**src/rtl/oled_pkg.sv**
```systemverilog
// Shared constants, command codes and FSM state type for the OLED SPI sink.
package oled_pkg;

  localparam int unsigned WIDTH  = 96;
  localparam int unsigned HEIGHT = 64;

  localparam logic [7:0] CMD_SET_COL = 8'h15;
  localparam logic [7:0] CMD_SET_ROW = 8'h75;

  typedef enum logic [2:0] {
    IDLE,
    COL_S,
    COL_E,
    ROW_S,
    ROW_E
  } cmd_state_t;

  function automatic int unsigned clamp_addr(input int unsigned v, input int unsigned max_v);
    return (v > max_v) ? max_v : v;
  endfunction

endpackage

```
**src/rtl/spi_byte_deserializer.sv**
```systemverilog
// Synchronises the SPI link, detects sclk rising edges and assembles MSB-first bytes.
module spi_byte_deserializer #(
  parameter int unsigned SYNC_STAGES = 2
) (
  input  logic       i_clk,
  input  logic       i_rst,
  input  logic       i_sclk,
  input  logic       i_sdin,
  input  logic       i_cs_n,
  input  logic       i_d_cn,
  input  logic       i_resn,
  output logic       o_resn_sync,
  output logic       o_done,
  output logic [7:0] o_done_byte,
  output logic       o_done_is_data,
  output logic       o_byte_valid,
  output logic [7:0] o_byte_data,
  output logic       o_byte_is_data
);

  logic [SYNC_STAGES-1:0] r_sclk_s;
  logic [SYNC_STAGES-1:0] r_sdin_s;
  logic [SYNC_STAGES-1:0] r_cs_s;
  logic [SYNC_STAGES-1:0] r_dcn_s;
  logic [SYNC_STAGES-1:0] r_resn_s;
  logic                   r_sclk_d;
  logic [7:0]             r_shift;
  logic [2:0]             r_bit_cnt;

  logic       w_sclk;
  logic       w_sdin;
  logic       w_cs_n;
  logic       w_dcn;
  logic       w_resn;
  logic       w_rise;
  logic [7:0] w_shift_nxt;

  // Synchroniser chains; link idle levels are restored on reset so no stray edge appears.
  always_ff @(posedge i_clk or posedge i_rst) begin
    if (i_rst) begin
      r_sclk_s <= '0;
      r_sdin_s <= '0;
      r_cs_s   <= '1;
      r_dcn_s  <= '0;
      r_resn_s <= '1;
      r_sclk_d <= 1'b0;
    end else begin
      r_sclk_s <= (r_sclk_s << 1) | SYNC_STAGES'(i_sclk);
      r_sdin_s <= (r_sdin_s << 1) | SYNC_STAGES'(i_sdin);
      r_cs_s   <= (r_cs_s   << 1) | SYNC_STAGES'(i_cs_n);
      r_dcn_s  <= (r_dcn_s  << 1) | SYNC_STAGES'(i_d_cn);
      r_resn_s <= (r_resn_s << 1) | SYNC_STAGES'(i_resn);
      r_sclk_d <= w_sclk;
    end
  end

  assign w_sclk      = r_sclk_s[SYNC_STAGES-1];
  assign w_sdin      = r_sdin_s[SYNC_STAGES-1];
  assign w_cs_n      = r_cs_s[SYNC_STAGES-1];
  assign w_dcn       = r_dcn_s[SYNC_STAGES-1];
  assign w_resn      = r_resn_s[SYNC_STAGES-1];
  assign w_rise      = w_sclk & ~r_sclk_d;
  assign w_shift_nxt = {r_shift[6:0], w_sdin};

  assign o_resn_sync    = w_resn;
  assign o_done         = w_rise & ~w_cs_n & w_resn & (r_bit_cnt == 3'd7);
  assign o_done_byte    = w_shift_nxt;
  assign o_done_is_data = w_dcn;

  always_ff @(posedge i_clk or posedge i_rst) begin
    if (i_rst) begin
      r_shift        <= '0;
      r_bit_cnt      <= '0;
      o_byte_valid   <= 1'b0;
      o_byte_data    <= '0;
      o_byte_is_data <= 1'b0;
    end else if (!w_resn) begin
      r_shift        <= '0;
      r_bit_cnt      <= '0;
      o_byte_valid   <= 1'b0;
      o_byte_data    <= '0;
      o_byte_is_data <= 1'b0;
    end else begin
      o_byte_valid <= 1'b0;
      if (w_cs_n) begin
        r_bit_cnt <= '0;
      end else if (w_rise) begin
        r_shift   <= w_shift_nxt;
        r_bit_cnt <= r_bit_cnt + 3'd1;
        if (o_done) begin
          o_byte_valid   <= 1'b1;
          o_byte_data    <= w_shift_nxt;
          o_byte_is_data <= w_dcn;
        end
      end
    end
  end

endmodule

```
**src/rtl/oled_spi_sink.sv**
```systemverilog
// Receive-side model of the PmodOLED link: command FSM, address window and RGB565 pixel strobes.
module oled_spi_sink #(
  parameter int unsigned WIDTH       = oled_pkg::WIDTH,
  parameter int unsigned HEIGHT      = oled_pkg::HEIGHT,
  parameter int unsigned SYNC_STAGES = 2
) (
  input  logic        clk,
  input  logic        reset,
  input  logic        sclk,
  input  logic        sdin,
  input  logic        cs,
  input  logic        d_cn,
  input  logic        resn,
  output logic        byte_valid,
  output logic [7:0]  byte_data,
  output logic        byte_is_data,
  output logic        pix_valid,
  output logic [6:0]  pix_x,
  output logic [5:0]  pix_y,
  output logic [15:0] pix_color,
  output logic        frame_done
);

  import oled_pkg::*;

  typedef struct packed {
    cmd_state_t st;
    logic [6:0] pend;
    logic [6:0] col_start;
    logic [6:0] col_end;
    logic [5:0] row_start;
    logic [5:0] row_end;
    logic [6:0] cur_x;
    logic [5:0] cur_y;
    logic       phase;
    logic [7:0] hi;
  } sink_ctx_t;

  localparam sink_ctx_t CTX_RESET = '{
    st:        IDLE,
    pend:      '0,
    col_start: '0,
    col_end:   7'(WIDTH - 1),
    row_start: '0,
    row_end:   6'(HEIGHT - 1),
    cur_x:     '0,
    cur_y:     '0,
    phase:     1'b0,
    hi:        '0
  };

  logic       w_resn;
  logic       w_done;
  logic [7:0] w_done_byte;
  logic       w_done_is_data;
  logic [6:0] w_col_clamp;
  logic [5:0] w_row_clamp;
  logic [6:0] w_col_end;
  logic [5:0] w_row_end;
  logic       w_pix_fire;
  logic       w_frame_fire;
  sink_ctx_t  w_ctx_nxt;
  sink_ctx_t  r_ctx;

  spi_byte_deserializer #(
    .SYNC_STAGES(SYNC_STAGES)
  ) u_deser (
    .i_clk          (clk),
    .i_rst          (reset),
    .i_sclk         (sclk),
    .i_sdin         (sdin),
    .i_cs_n         (cs),
    .i_d_cn         (d_cn),
    .i_resn         (resn),
    .o_resn_sync    (w_resn),
    .o_done         (w_done),
    .o_done_byte    (w_done_byte),
    .o_done_is_data (w_done_is_data),
    .o_byte_valid   (byte_valid),
    .o_byte_data    (byte_data),
    .o_byte_is_data (byte_is_data)
  );

  assign w_col_clamp = 7'(clamp_addr(32'(w_done_byte[6:0]), WIDTH - 1));
  assign w_row_clamp = 6'(clamp_addr(32'(w_done_byte[5:0]), HEIGHT - 1));
  assign w_col_end   = (w_col_clamp < r_ctx.pend)      ? r_ctx.pend      : w_col_clamp;
  assign w_row_end   = (w_row_clamp < r_ctx.pend[5:0]) ? r_ctx.pend[5:0] : w_row_clamp;

  // The pixel strobe is decided from the completing byte so it lands on the same edge as byte_valid.
  always_comb begin
    w_ctx_nxt    = r_ctx;
    w_pix_fire   = 1'b0;
    w_frame_fire = 1'b0;
    if (w_done) begin
      if (!w_done_is_data) begin
        w_ctx_nxt.phase = 1'b0;
        case (r_ctx.st)
          IDLE: begin
            if (w_done_byte == CMD_SET_COL)      w_ctx_nxt.st = COL_S;
            else if (w_done_byte == CMD_SET_ROW) w_ctx_nxt.st = ROW_S;
          end
          COL_S: begin
            w_ctx_nxt.pend = w_col_clamp;
            w_ctx_nxt.st   = COL_E;
          end
          COL_E: begin
            w_ctx_nxt.col_start = r_ctx.pend;
            w_ctx_nxt.col_end   = w_col_end;
            w_ctx_nxt.cur_x     = r_ctx.pend;
            w_ctx_nxt.st        = IDLE;
          end
          ROW_S: begin
            w_ctx_nxt.pend = {1'b0, w_row_clamp};
            w_ctx_nxt.st   = ROW_E;
          end
          ROW_E: begin
            w_ctx_nxt.row_start = r_ctx.pend[5:0];
            w_ctx_nxt.row_end   = w_row_end;
            w_ctx_nxt.cur_y     = r_ctx.pend[5:0];
            w_ctx_nxt.st        = IDLE;
          end
          default: w_ctx_nxt.st = IDLE;
        endcase
      end else if (!r_ctx.phase) begin
        w_ctx_nxt.hi    = w_done_byte;
        w_ctx_nxt.phase = 1'b1;
      end else begin
        w_ctx_nxt.phase = 1'b0;
        w_pix_fire      = 1'b1;
        if (r_ctx.cur_x == r_ctx.col_end) begin
          w_ctx_nxt.cur_x = r_ctx.col_start;
          if (r_ctx.cur_y == r_ctx.row_end) begin
            w_ctx_nxt.cur_y = r_ctx.row_start;
            w_frame_fire    = 1'b1;
          end else begin
            w_ctx_nxt.cur_y = r_ctx.cur_y + 6'd1;
          end
        end else begin
          w_ctx_nxt.cur_x = r_ctx.cur_x + 7'd1;
        end
      end
    end
  end

  always_ff @(posedge clk or posedge reset) begin
    if (reset) begin
      r_ctx      <= CTX_RESET;
      pix_valid  <= 1'b0;
      pix_x      <= '0;
      pix_y      <= '0;
      pix_color  <= '0;
      frame_done <= 1'b0;
    end else if (!w_resn) begin
      r_ctx      <= CTX_RESET;
      pix_valid  <= 1'b0;
      pix_x      <= '0;
      pix_y      <= '0;
      pix_color  <= '0;
      frame_done <= 1'b0;
    end else begin
      r_ctx      <= w_ctx_nxt;
      pix_valid  <= w_pix_fire;
      frame_done <= w_frame_fire;
      if (w_pix_fire) begin
        pix_x     <= r_ctx.cur_x;
        pix_y     <= r_ctx.cur_y;
        pix_color <= {r_ctx.hi, w_done_byte};
      end
    end
  end

endmodule

```
**config.mk**
```make
export PLATFORM = sky130hd
export DESIGN_NAME = oled_spi_sink
export DESIGN_NICKNAME = d
export VERILOG_FILES = /design/src/rtl/oled_pkg.sv /design/src/rtl/spi_byte_deserializer.sv /design/src/rtl/oled_spi_sink.sv
export SDC_FILE = /design/constraint.sdc
export NUM_CORES = 1
export LEC_CHECK = 0
export ABC_AREA = 1
export BUFFER_PORTS_ARGS = -buffer_cell sky130_fd_sc_hd__buf_2
export CORE_ASPECT_RATIO = 0.5
export CORE_MARGIN = 5
export CORE_UTILIZATION = 35
export CTS_BUF_LIST = sky130_fd_sc_hd__clkbuf_4 sky130_fd_sc_hd__clkbuf_8 sky130_fd_sc_hd__clkbuf_16
export CTS_CLUSTER_DIAMETER = 80
export DETAILED_ROUTE_END_ITERATION = 7
export SLEW_MARGIN = 30
export SYNTH_ARGS = -nofsm -noshare
export SYNTH_HDL_FRONTEND = slang
export SYNTH_SLANG_ARGS = --single-unit
```
**constraint.sdc**
```tcl
create_clock -name clk -period 4.4 [get_ports clk]
set_clock_uncertainty 0.15 [all_clocks]
set_input_delay 0.22 -clock clk [delete_from_list [all_inputs] [get_ports clk]]
set_output_delay 0.22 -clock clk [all_outputs]
set_load 0.005 [all_outputs]
```
* Word level (Yosys, flattened, before mapping)
Index checks and enable logic that the tools add are counted.
W data, S select, Z words.
** Word-level totals
- Register bits after elaboration :: 120
** Operators by class
- Order comparisons :: 3
- Equality and inequality tests :: 25
- $add $sub $neg :: 3
- Multiplexer cells :: 56
- Reduce and logical (&&, ||, !) cells :: 10
- Bitwise logic cells :: 11
** Operators with widths (number)
- $mux W58 :: 2
- $mux W7 :: 9
- $mux W8 :: 6
- $mux W36 :: 1
- $mux W6 :: 6
- $mux W16 :: 2
- $mux W14 :: 2
- $reduce_and A3 Y1 :: 7
- $mux W1 :: 19
- $mux W3 :: 5
- $ne A2 B2 Y1 const B :: 7
- $pmux W7 S2 :: 1
- $mux W13 :: 1
- $mux W12 :: 1
- $or A2 B1 Y2 :: 5
- $ne A3 B2 Y1 const B :: 3
- $ne A3 B3 Y1 const B :: 3
- $pmux W3 S3 :: 1
- $eq A8 B5 Y1 const B :: 1
- $eq A8 B7 Y1 const B :: 1
- $add A7 B1 Y7 const B :: 1
- $eq A7 B7 Y1 :: 1
- $gt A7 B7 Y1 const B :: 1
- $lt A7 B7 Y1 :: 1
- other kinds (14) :: 21

* Longest topological paths before layout
Gate-level depths: netlist (run 1).
- Depth after elaboration :: 9
- Depth in mapped cells :: 13
- Depth with buffers taken out :: 13

* Modules after synthesis
From an unflattened synthesis (run 1), not the netlist that was laid out.
** Second synthesis, totals
- Cell total of the unflattened synthesis :: 752
- Area total of the unflattened synthesis :: 6185.9 um^2
** Modules (own cells, without submodules)
- oled_spi_sink :: seq. area each 2242.2 um^2, area an instance 4963.5 um^2, cells each 637, times used 1
- spi_byte_deserializer :: seq. area each 780.7 um^2, area an instance 1222.4 um^2, cells each 115, times used 1

* Least setup slack after synthesis (run 1)
OpenSTA, ideal clock, no wires.
- Path kind :: flip-flop to flip-flop
- From :: reg u_deser.r_shift[4]
- To :: reg r_ctx[39] (netlist bit)
- Data required time :: 4.123 ns
- Arrival :: 1.866 ns
- Cell stages (with the launch flop) :: 12
- Setup time :: 0.127 ns
- Period minus slack after synthesis :: 2.143 ns
- Path slack :: 2.257 ns
- Path through :: dfrtp_1 nand2_1 inv_1 nor2_1 inv_1 ha_1 a21oi_1 o21a_1 clkbuf_1 nand3_1 nand2_1 o21ai_0
** Between the ends
- Cells in the longest elaborated chain, start to end :: 8
** Ends and longest elaborated chain
- start, declared :: line spi_byte_deserializer.sv:27 : logic [7:0] r_shift;
- start signal, assigned :: line spi_byte_deserializer.sv:88 : r_shift <= w_shift_nxt;
- $gt A7 B7 Y1 :: line oled_pkg.sv:19 : return (v > max_v) ? max_v : v;
- $mux W7 (*) :: line oled_pkg.sv:19
- $lt A7 B7 Y1 :: line oled_spi_sink.sv:86 : assign w_col_end = (w_col_clamp < r_ctx.pend) ? r_ctx.pend : w_col_clamp;
- $mux W7 (*) :: line oled_spi_sink.sv:86
- $mux W14 (*) :: line oled_spi_sink.sv:97 : case (r_ctx.st)
- $mux W36 (*) :: line oled_spi_sink.sv:95 : if (!w_done_is_data) begin
- $mux W58 (*) :: line oled_spi_sink.sv:94 : if (w_done) begin
- $mux W58 (*) :: line oled_spi_sink.sv:153 : end else if (!w_resn) begin
- end signal, assigned :: line oled_spi_sink.sv:161 : r_ctx <= w_ctx_nxt;
- end, declared :: line oled_spi_sink.sv:63 : sink_ctx_t r_ctx;
Every way passes the cells marked *; elsewhere a longest branch is shown, timed or not. The select of a mux whose other input is x is not followed.
A chain may end at the register's enable or synchronous reset.

* Final worst setup path (run 1)
- From :: reg u_deser.r_resn_s[1]
- To :: reg r_ctx[13] (netlist bit)
** Between the ends
- Cells in the longest elaborated chain, start to end :: 4
- Elaborated cells on any way between the ends :: 8
- Classes of those cells :: eq/ne (4); mux (1); bitwise (2); reduce/logical (1)
** Ends and longest elaborated chain
- start, declared :: line spi_byte_deserializer.sv:25 : logic [SYNC_STAGES-1:0] r_resn_s;
- start signal, assigned :: line spi_byte_deserializer.sv:52 : r_resn_s <= (r_resn_s << 1) | SYNC_STAGES'(i_resn);
- $and A1 B1 Y1 (2 in a row) :: line spi_byte_deserializer.sv:66 : assign o_done = w_rise & ~w_cs_n & w_resn & (r_bit_cnt == 3'd7);
- $ne A2 B1 Y1 (no source line)
- $reduce_and A4 Y1 (no source line)
Several ways; a longest one is shown, not always the timed one.

==> results of run 1 <==
==> where the power goes <==
| group | switching (mW) | internal [mW] |
|---|---|---|
| clock | 0.579 | 0.858 |
| combinational | 0.221 | 0.103 |
| sequential | 0.0722 | 1.17 |
==> synth_stat cells, drive strengths merged (2+ instances only) <==
library cell and n:
nand4 9, nand3 87, dfrtp 104, nand2 226, clkbuf 10, or2 4, nor2 58, nor4 2
buf 16, ha 15, o22ai 7, o21ai 66, inv 71, dfstp 16, xor2 8, o21a 9
nor3 5, a21oi 13
==> stage by stage <==
stage | cell area, µm² | setup slack (ns) | hold slack [ns] | util | instances
finish | 6990 | 1.74 | 0.199 | 0.424 | 1022
global placement | 6310 | 1.91 | 0.178 | 0.383 | 983
floorplan | 5900 | 0.871 | 0.0745 | - | 731
global route | 6990 | 1.57 | 0.206 | 0.424 | 1022
CTS | 6980 | 1.81 | 0.201 | 0.424 | 1021
detailed placement | 6310 | 1.82 | 0.176 | 0.383 | 983
==> worst paths after layout <==
path,startpoint,to,slack [ns],cells after the start
max in group asynchronous,reset,r_ctx[24],2.83,4
setup / recovery,u_deser.r_resn_s[1],r_ctx[13],1.74,10
setup reg to reg,u_deser.r_resn_s[1],r_ctx[13],1.74,10
min in group asynchronous,reset,u_deser.r_sclk_d,0.30,3
hold / removal,u_deser.r_sclk_s[0],u_deser.r_sclk_s[1],0.20,0
hold reg to reg,u_deser.r_sclk_s[0],u_deser.r_sclk_s[1],0.20,0
==> flip-flops by register name, summed over array words and instances (netlist names) <==
name and flops:
r_ctx 58, pix_color 16, u_deser.o_byte_data 8, pix_x 7, u_deser.r_shift 7, pix_y 6, u_deser.r_bit_cnt 3, u_deser.r_cs_s 2
u_deser.r_dcn_s 2, u_deser.r_resn_s 2, u_deser.r_sclk_s 2, u_deser.r_sdin_s 2, frame_done 1, pix_valid 1, u_deser.o_byte_is_data 1, u_deser.o_byte_valid 1
u_deser.r_sclk_d 1
==> layer usage <==
layer  global-route usage  vias to the layer above  wire length [µm]
li1                     -                     2477                 -
met1                0.237                     2344              7890
met2                0.244                      155              6270
met3               0.0346                       17               774
met4               0.0446                        0               177
met5                    0                        -                 0
==> placed cells by master, fill, tap and decap left out, types with 9 or more instances in the layout <==
| cell type | n |
|---|---|
| sky130_fd_sc_hd__dfstp_2 | 16 |
| sky130_fd_sc_hd__nor2_1 | 50 |
| sky130_fd_sc_hd__nand4_1 | 9 |
| sky130_fd_sc_hd__o21ai_0 | 59 |
| sky130_fd_sc_hd__a21oi_1 | 13 |
| sky130_fd_sc_hd__clkbuf_16 | 17 |
| sky130_fd_sc_hd__dfrtp_1 | 104 |
| sky130_fd_sc_hd__nand2_1 | 222 |
| sky130_fd_sc_hd__inv_1 | 68 |
| sky130_fd_sc_hd__o21a_1 | 9 |
| sky130_fd_sc_hd__ha_1 | 15 |
| sky130_fd_sc_hd__buf_2 | 47 |
| sky130_fd_sc_hd__nand3_1 | 86 |
==> layout make-up <==
| class | instances | area, µm² |
|---|---|---|
| fill | 1636 | 9480 |
| tap | 227 | 284 |
| sequential | 120 | 3020 |
| clock buffer | 17 | 425 |
| timing repair buffer | 58 | 333 |
| inverter | 72 | 274 |
| multi-input combinational | 513 | 2470 |
| clock inverter | 15 | 178 |
==> worst reg2reg max path: cells and delay by family (launching register included) <==
family	cells	cell delay, ns
buffers and inverters	2	0.69
flip-flops	1	0.54
AND/OR/NAND/NOR	8	1.17
==> what timing repair did <==
item | CTS | global route
hold buffers | 6 | 0
hold endpoints to repair | 41 | 0
gates resized for setup | 0 | 0
==> kinds of logic after synthesis <==
family | after synthesis
and+or+nand+nor | 391
adders and majority gates | 15
buffers and inverters | 98
xor gates and xnor gates | 8
AOI/OAI and AO/OA | 99
DFF | 120
==> reports/qor.tcl, run 1 <==
set qor(clock.fmax_ghz) 0.377
set qor(synth-simple-area-share) 0.284
set qor(worstHoldPathType) {register to register}
set qor(synth_seq_cells) 120
set qor(netlist.top_cell.by_area) {sky130_fd_sc_hd__dfrtp_1}
set qor(synth_xor_xnor_area_share) 0.0119
set qor(fp.dieH_um) 102
set qor(post_cts_buffers) 0
set qor(grt_overflow_total) 0
set qor(dieArea_um2) 19700
set qor(placement.io_buffers) 47
set qor(core_area_um2) 16500
set qor(drt-pass1-iter-count) 5
set qor(global_route.usage.total) 0.161
set qor(worstSkewPairLatency_ns) 0.42
set qor(total_number_of_vias) 4993
set qor(grt_setup_unrepaired) {false}
set qor(core.rowCount) 33
set qor(ys_async_sr_fraction) 1.00
set qor(synth_compound_gate_area_share) 0.0908
set qor(synth.yosys.warnings) 0
set qor(gp_congestion) 0.877
set qor(largest_family_of_logic_cells_by_synthesized_area) {simple AND/OR/NAND/NOR gates}
set qor(critical_path.most_common_cell) {sky130_fd_sc_hd__nand2_1}
set qor(p_leak_nw) 3.60
set qor(post_synth.cell_area_avg_um2) 8.07
set qor(crit_fanout) 57
set qor(mappedNetlistArea_um2) 5900
set qor(irDropWorstVdd_mv) 0.246
set qor(multiplexer_share_of_the_synthesized_area) 0
set qor(viasPerCell) 4.89
set qor(critical-path-slowest-cell) {sky130_fd_sc_hd__dfstp_2}
set qor(clock_pin_slew_on_the_worst_setup_and_hold_paths_ns) 0.06
set qor(power_density_nw_per_um2) 429
set qor(finalWorstPathRequiredPeriod_ns) 2.66
set qor(grt_first_pass_wirelength_um) 25300
set qor(cts-root-to-sink-buffers) 2
set qor(syn_inst) 731
set qor(number_of_global_route_vias_before_repair) 4784
set qor(cp_data_arrival_time_ns) 2.81
set qor(max_cap_viols) 0
set qor(total_power_mw) 3.00
set qor(wire_per_inst_um) 14.8
set qor(synth_top_cell_area_share) 0.441
set qor(postSynth.topFlopCell) {sky130_fd_sc_hd__dfrtp_1}
set qor(path_buf_inv) 2
set qor(synthTopCellsByArea) {sky130_fd_sc_hd__dfrtp_1 (44%), sky130_fd_sc_hd__nand2_1 (14%), sky130_fd_sc_hd__nand3_1 (7.3%)}
set qor(antenna-diode-count) 0
set qor(final_net_count) 804
set qor(antenna_left) 0
set qor(cts_root_buf) {sky130_fd_sc_hd__clkbuf_16}
set qor(dp_hpwl_um) 10500
set qor(cpPeakStageDelay_ns) 0.54
set qor(layout_worst_path_cycle_share) 0.604
set qor(critical_path.top_delay_family) {simple AND/OR/NAND/NOR gates}
set qor(route.final.wire_length_um) 15100
set qor(post_synthesis_sequential_area_ratio) 0.512
set qor(synthAdderAreaFrac) 0.0318
set qor(floorplan.initialDensity) 0.358
set qor(cts_tree) {built}
set qor(detailedRoute.firstIterationViolations) 423
set qor(mappedNetlistNets) 753
set qor(grt_max_degree) 58
set qor(max-slew-margin-rel) 0.372
set qor(run_status) {completed}
set qor(cp_data_required_time_ns) 4.55
set qor(timing_hold_violations_final) 0
set qor(antenna_violations_before_repair) 0
set qor(pin_count) 48
set qor(cts_num_sinks) 120
set qor(crit_path_start_kind) {register}
set qor(crit_chain) {buf_4 -> nand2_1 -> inv_1 -> nand2_1 -> nand2_1 -> nor2_1 -> nand2_1 -> nor2_1 -> nand2_1 -> nand2_1}
set qor(worst-slew-pin-transition_ns) 0.943
set qor(cts_buffers) 17
set qor(crit_type) {register to register}
set qor(critPathCaptureType) {register}
set qor(yosys.cell_types.count) 31
set qor(tns_ns) 0
set qor(synth_enable_flop_cells) 0
set qor(layout-drive-gt1-share) 0.153
set qor(die_span_in_x_um) 194
set qor(finalMaxSlewViolations) 0
set qor(h-tree-depth) 4
set qor(setup_viol) 0
set qor(detail_route.drc_violations) 0
set qor(area_delta_synth_final_pct) 18.5
Note: power is estimated with default switching activity, not from simulation.
==> run 2: changes to the inputs <==
Clock period 4.4 ns to 2.8 ns, I/O delays scaled along.
==> reports/qor.tcl, run 2 (synthesis results as in run 1) <==
set qor(crit_path_start_kind) {register}
set qor(grt_max_degree) 51
set qor(crit_type) {register to register}
set qor(regToRegStartpoint) {u_deser.r_shift[4]}
set qor(layout_worst_path_cycle_share) 0.818
set qor(worstHoldPathType) {input port to asynchronous set/reset pin}
set qor(grt_first_pass_wirelength_um) 26000
set qor(worstSkewPairLatency_ns) 0.41
set qor(tns_ns) 0
set qor(worst_reg2reg_setup_slack_ns) 0.51
set qor(final_net_count) 813
set qor(crit_end) {r_ctx[36]}
set qor(global_route.usage.total) 0.164
set qor(setup_viol) 0
set qor(antenna_violations_before_repair) 0
set qor(max-slew-margin-rel) 0.597
set qor(finalMaxSlewViolations) 0
set qor(dieArea_um2) 19700
set qor(route.final.wire_length_um) 15100
set qor(power_density_nw_per_um2) 668
set qor(floorplan.initialDensity) 0.358
set qor(wire_per_inst_um) 14.6
set qor(critical_path.startpoint) {u_deser.r_shift[4]}
set qor(cts.repair.resized) 0
set qor(cts_num_sinks) 120
set qor(irDropWorstVdd_mv) 0.567
set qor(worst-r2r-cell-count) 11
set qor(crit_fanout) 14
set qor(layout-drive-gt1-share) 0.162
set qor(area_delta_synth_final_pct) 20.2
set qor(met3WireLength_um) 708
set qor(fp.dieH_um) 102
set qor(hold_ws_ns) 0.122
set qor(cts_buffers) 17
set qor(crit_chain) {nand2_1 -> inv_1 -> nor2_1 -> inv_1 -> ha_1 -> a21oi_1 -> o21a_1 -> nand3_1 -> nand2_1 -> nor2_1 -> nor2_1}
set qor(regs_by_ff_count) {r_ctx (58), pix_color (16), u_deser.o_byte_data (8)}
set qor(grt_setup_unrepaired) {false}
set qor(layout_commonest_cell) {sky130_fd_sc_hd__nand2_1}
set qor(drt-pass1-iter-count) 6
set qor(viasPerCell) 4.88
set qor(finalWorstPathRequiredPeriod_ns) 2.29
set qor(run_status) {completed}
set qor(detailedRoute.firstIterationViolations) 384
set qor(post_cts_buffers) 0
set qor(core_area_um2) 16500
set qor(timing_hold_violations_final) 0
set qor(cts_tree) {built}
set qor(top_layer_used) {met4}
set qor(postLayoutSetupSlackWorst_ns) 0.510
set qor(placement.io_buffers) 47
set qor(total_number_of_vias) 5029
set qor(number_of_global_route_vias_before_repair) 4926
set qor(largest-register) {r_ctx}
set qor(layout.cells.most_common_list) {sky130_fd_sc_hd__nand2_1 (222), sky130_fd_sc_hd__dfrtp_1 (104), sky130_fd_sc_hd__nand3_1 (86), sky130_fd_sc_hd__inv_1 (68), sky130_fd_sc_hd__o21ai_0 (59)}
set qor(gp_congestion) 0.860
set qor(worst-slew-pin-transition_ns) 0.600
set qor(wirelength_met1_um) 7910
set qor(cpPeakStageDelay_ns) 0.44
set qor(timing.rr.end) {r_ctx[36]}
set qor(largest_reg_flops) 58
set qor(dp_hpwl_um) 10700
set qor(cp_data_required_time_ns) 2.99
set qor(clock_pin_slew_on_the_worst_setup_and_hold_paths_ns) 0.06
set qor(cts-root-to-sink-buffers) 2
set qor(detail_route.drc_violations) 0
set qor(critical_path.most_common_cell) {sky130_fd_sc_hd__nor2_1}
set qor(p_leak_nw) 3.65
set qor(cts_root_buf) {sky130_fd_sc_hd__clkbuf_16}
set qor(max_cap_viols) 0
set qor(critPathCaptureType) {register}
set qor(cts_hold_buf) 6
set qor(dp_worst_setup_slack_ns) 0.519
set qor(clock.fmax_ghz) 0.437
set qor(antenna-diode-count) 0
set qor(total_power_mw) 4.74
set qor(core.rowCount) 33
set qor(antenna_left) 0
set qor(dr_wl_met2_um) 6320
set qor(grt_overflow_total) 0
set qor(pin_count) 48
set qor(critical_path.top_delay_family) {simple AND/OR/NAND/NOR gates}
set qor(cp_data_arrival_time_ns) 2.48
set qor(critical_path_depth) 11
set qor(path_buf_inv) 2
set qor(critical-path-slowest-cell) {sky130_fd_sc_hd__dfrtp_1}
set qor(die_span_in_x_um) 194
set qor(h-tree-depth) 4
## run 2: cell types whose count changed in the layout (fill, tap and decap cells not counted)
cell	change
sky130_fd_sc_hd__clkinv_4	-2
sky130_fd_sc_hd__clkbuf_4	-1
sky130_fd_sc_hd__a31oi_2	-1
sky130_fd_sc_hd__inv_6	+1
sky130_fd_sc_hd__inv_4	-1
sky130_fd_sc_hd__buf_4	+7
sky130_fd_sc_hd__clkinvlp_4	+2
sky130_fd_sc_hd__a31oi_1	+1
sky130_fd_sc_hd__buf_12	+3
## run 2: where the power goes
group	internal (mW)	switching, mW	leakage [nW]	total [mW]
clock network	1.35	0.916	0.296	2.26
registers	1.84	0.0939	1.59	1.93
logic	0.178	0.363	1.77	0.541
total	3.36	1.37	3.65	4.74
## run 2: how the worst min path moves through the flow
stage           from                   end  slack (ns)  depth (start not counted)
2_1_floorplan     cs     u_deser.r_cs_s[0]      -0.006                          0
3_3_place_gp      cs     u_deser.r_cs_s[0]        0.10                          1
3_5_place_dp      cs     u_deser.r_cs_s[0]         0.1                          1
4_1_cts         sclk   u_deser.r_sclk_s[0]        0.19                          2
5_1_grt        reset  u_deser.r_bit_cnt[2]        0.14                          3
6_report       reset  u_deser.r_bit_cnt[2]        0.12                          3
## run 2: through the flow
| stage | utilization | cells | instance area (µm²) |
|---|---|---|---|
| 2_1_floorplan | - | 731 | 5900 |
| 3_3_place_gp | 0.389 | 992 | 6410 |
| 3_5_place_dp | 0.389 | 992 | 6410 |
| 4_1_cts | 0.429 | 1030 | 7070 |
| 5_1_grt | 0.430 | 1031 | 7090 |
| 6_report | 0.430 | 1031 | 7090 |
## run 2: layer usage
| metal | up-vias | GRT usage |
|---|---|---|
| li1 | 2503 | - |
| met1 | 2396 | 0.248 |
| met2 | 119 | 0.240 |
| met3 | 11 | 0.0333 |
| met4 | 0 | 0.0446 |
| met5 | - | 0 |
## run 2: area by class of cell
class	count	area, µm²
clock buffers	17	425
well taps	227	284
repair buffers	67	438
fillers	1632	9380
inverters	72	275
flip-flops and latches	120	3020
multi-input cells	513	2470
clock inverters	15	176
## run 2: worst register-to-register path: stages (launching register included)
cell and delay (ns):
sky130_fd_sc_hd__dfrtp_1 0.44, sky130_fd_sc_hd__nand2_1 0.16, sky130_fd_sc_hd__inv_1 0.10, sky130_fd_sc_hd__nor2_1 0.13, sky130_fd_sc_hd__inv_1 0.06, sky130_fd_sc_hd__ha_1 0.28
sky130_fd_sc_hd__a21oi_1 0.15, sky130_fd_sc_hd__o21a_1 0.39, sky130_fd_sc_hd__nand3_1 0.13, sky130_fd_sc_hd__nand2_1 0.08, sky130_fd_sc_hd__nor2_1 0.04, sky130_fd_sc_hd__nor2_1 0.10
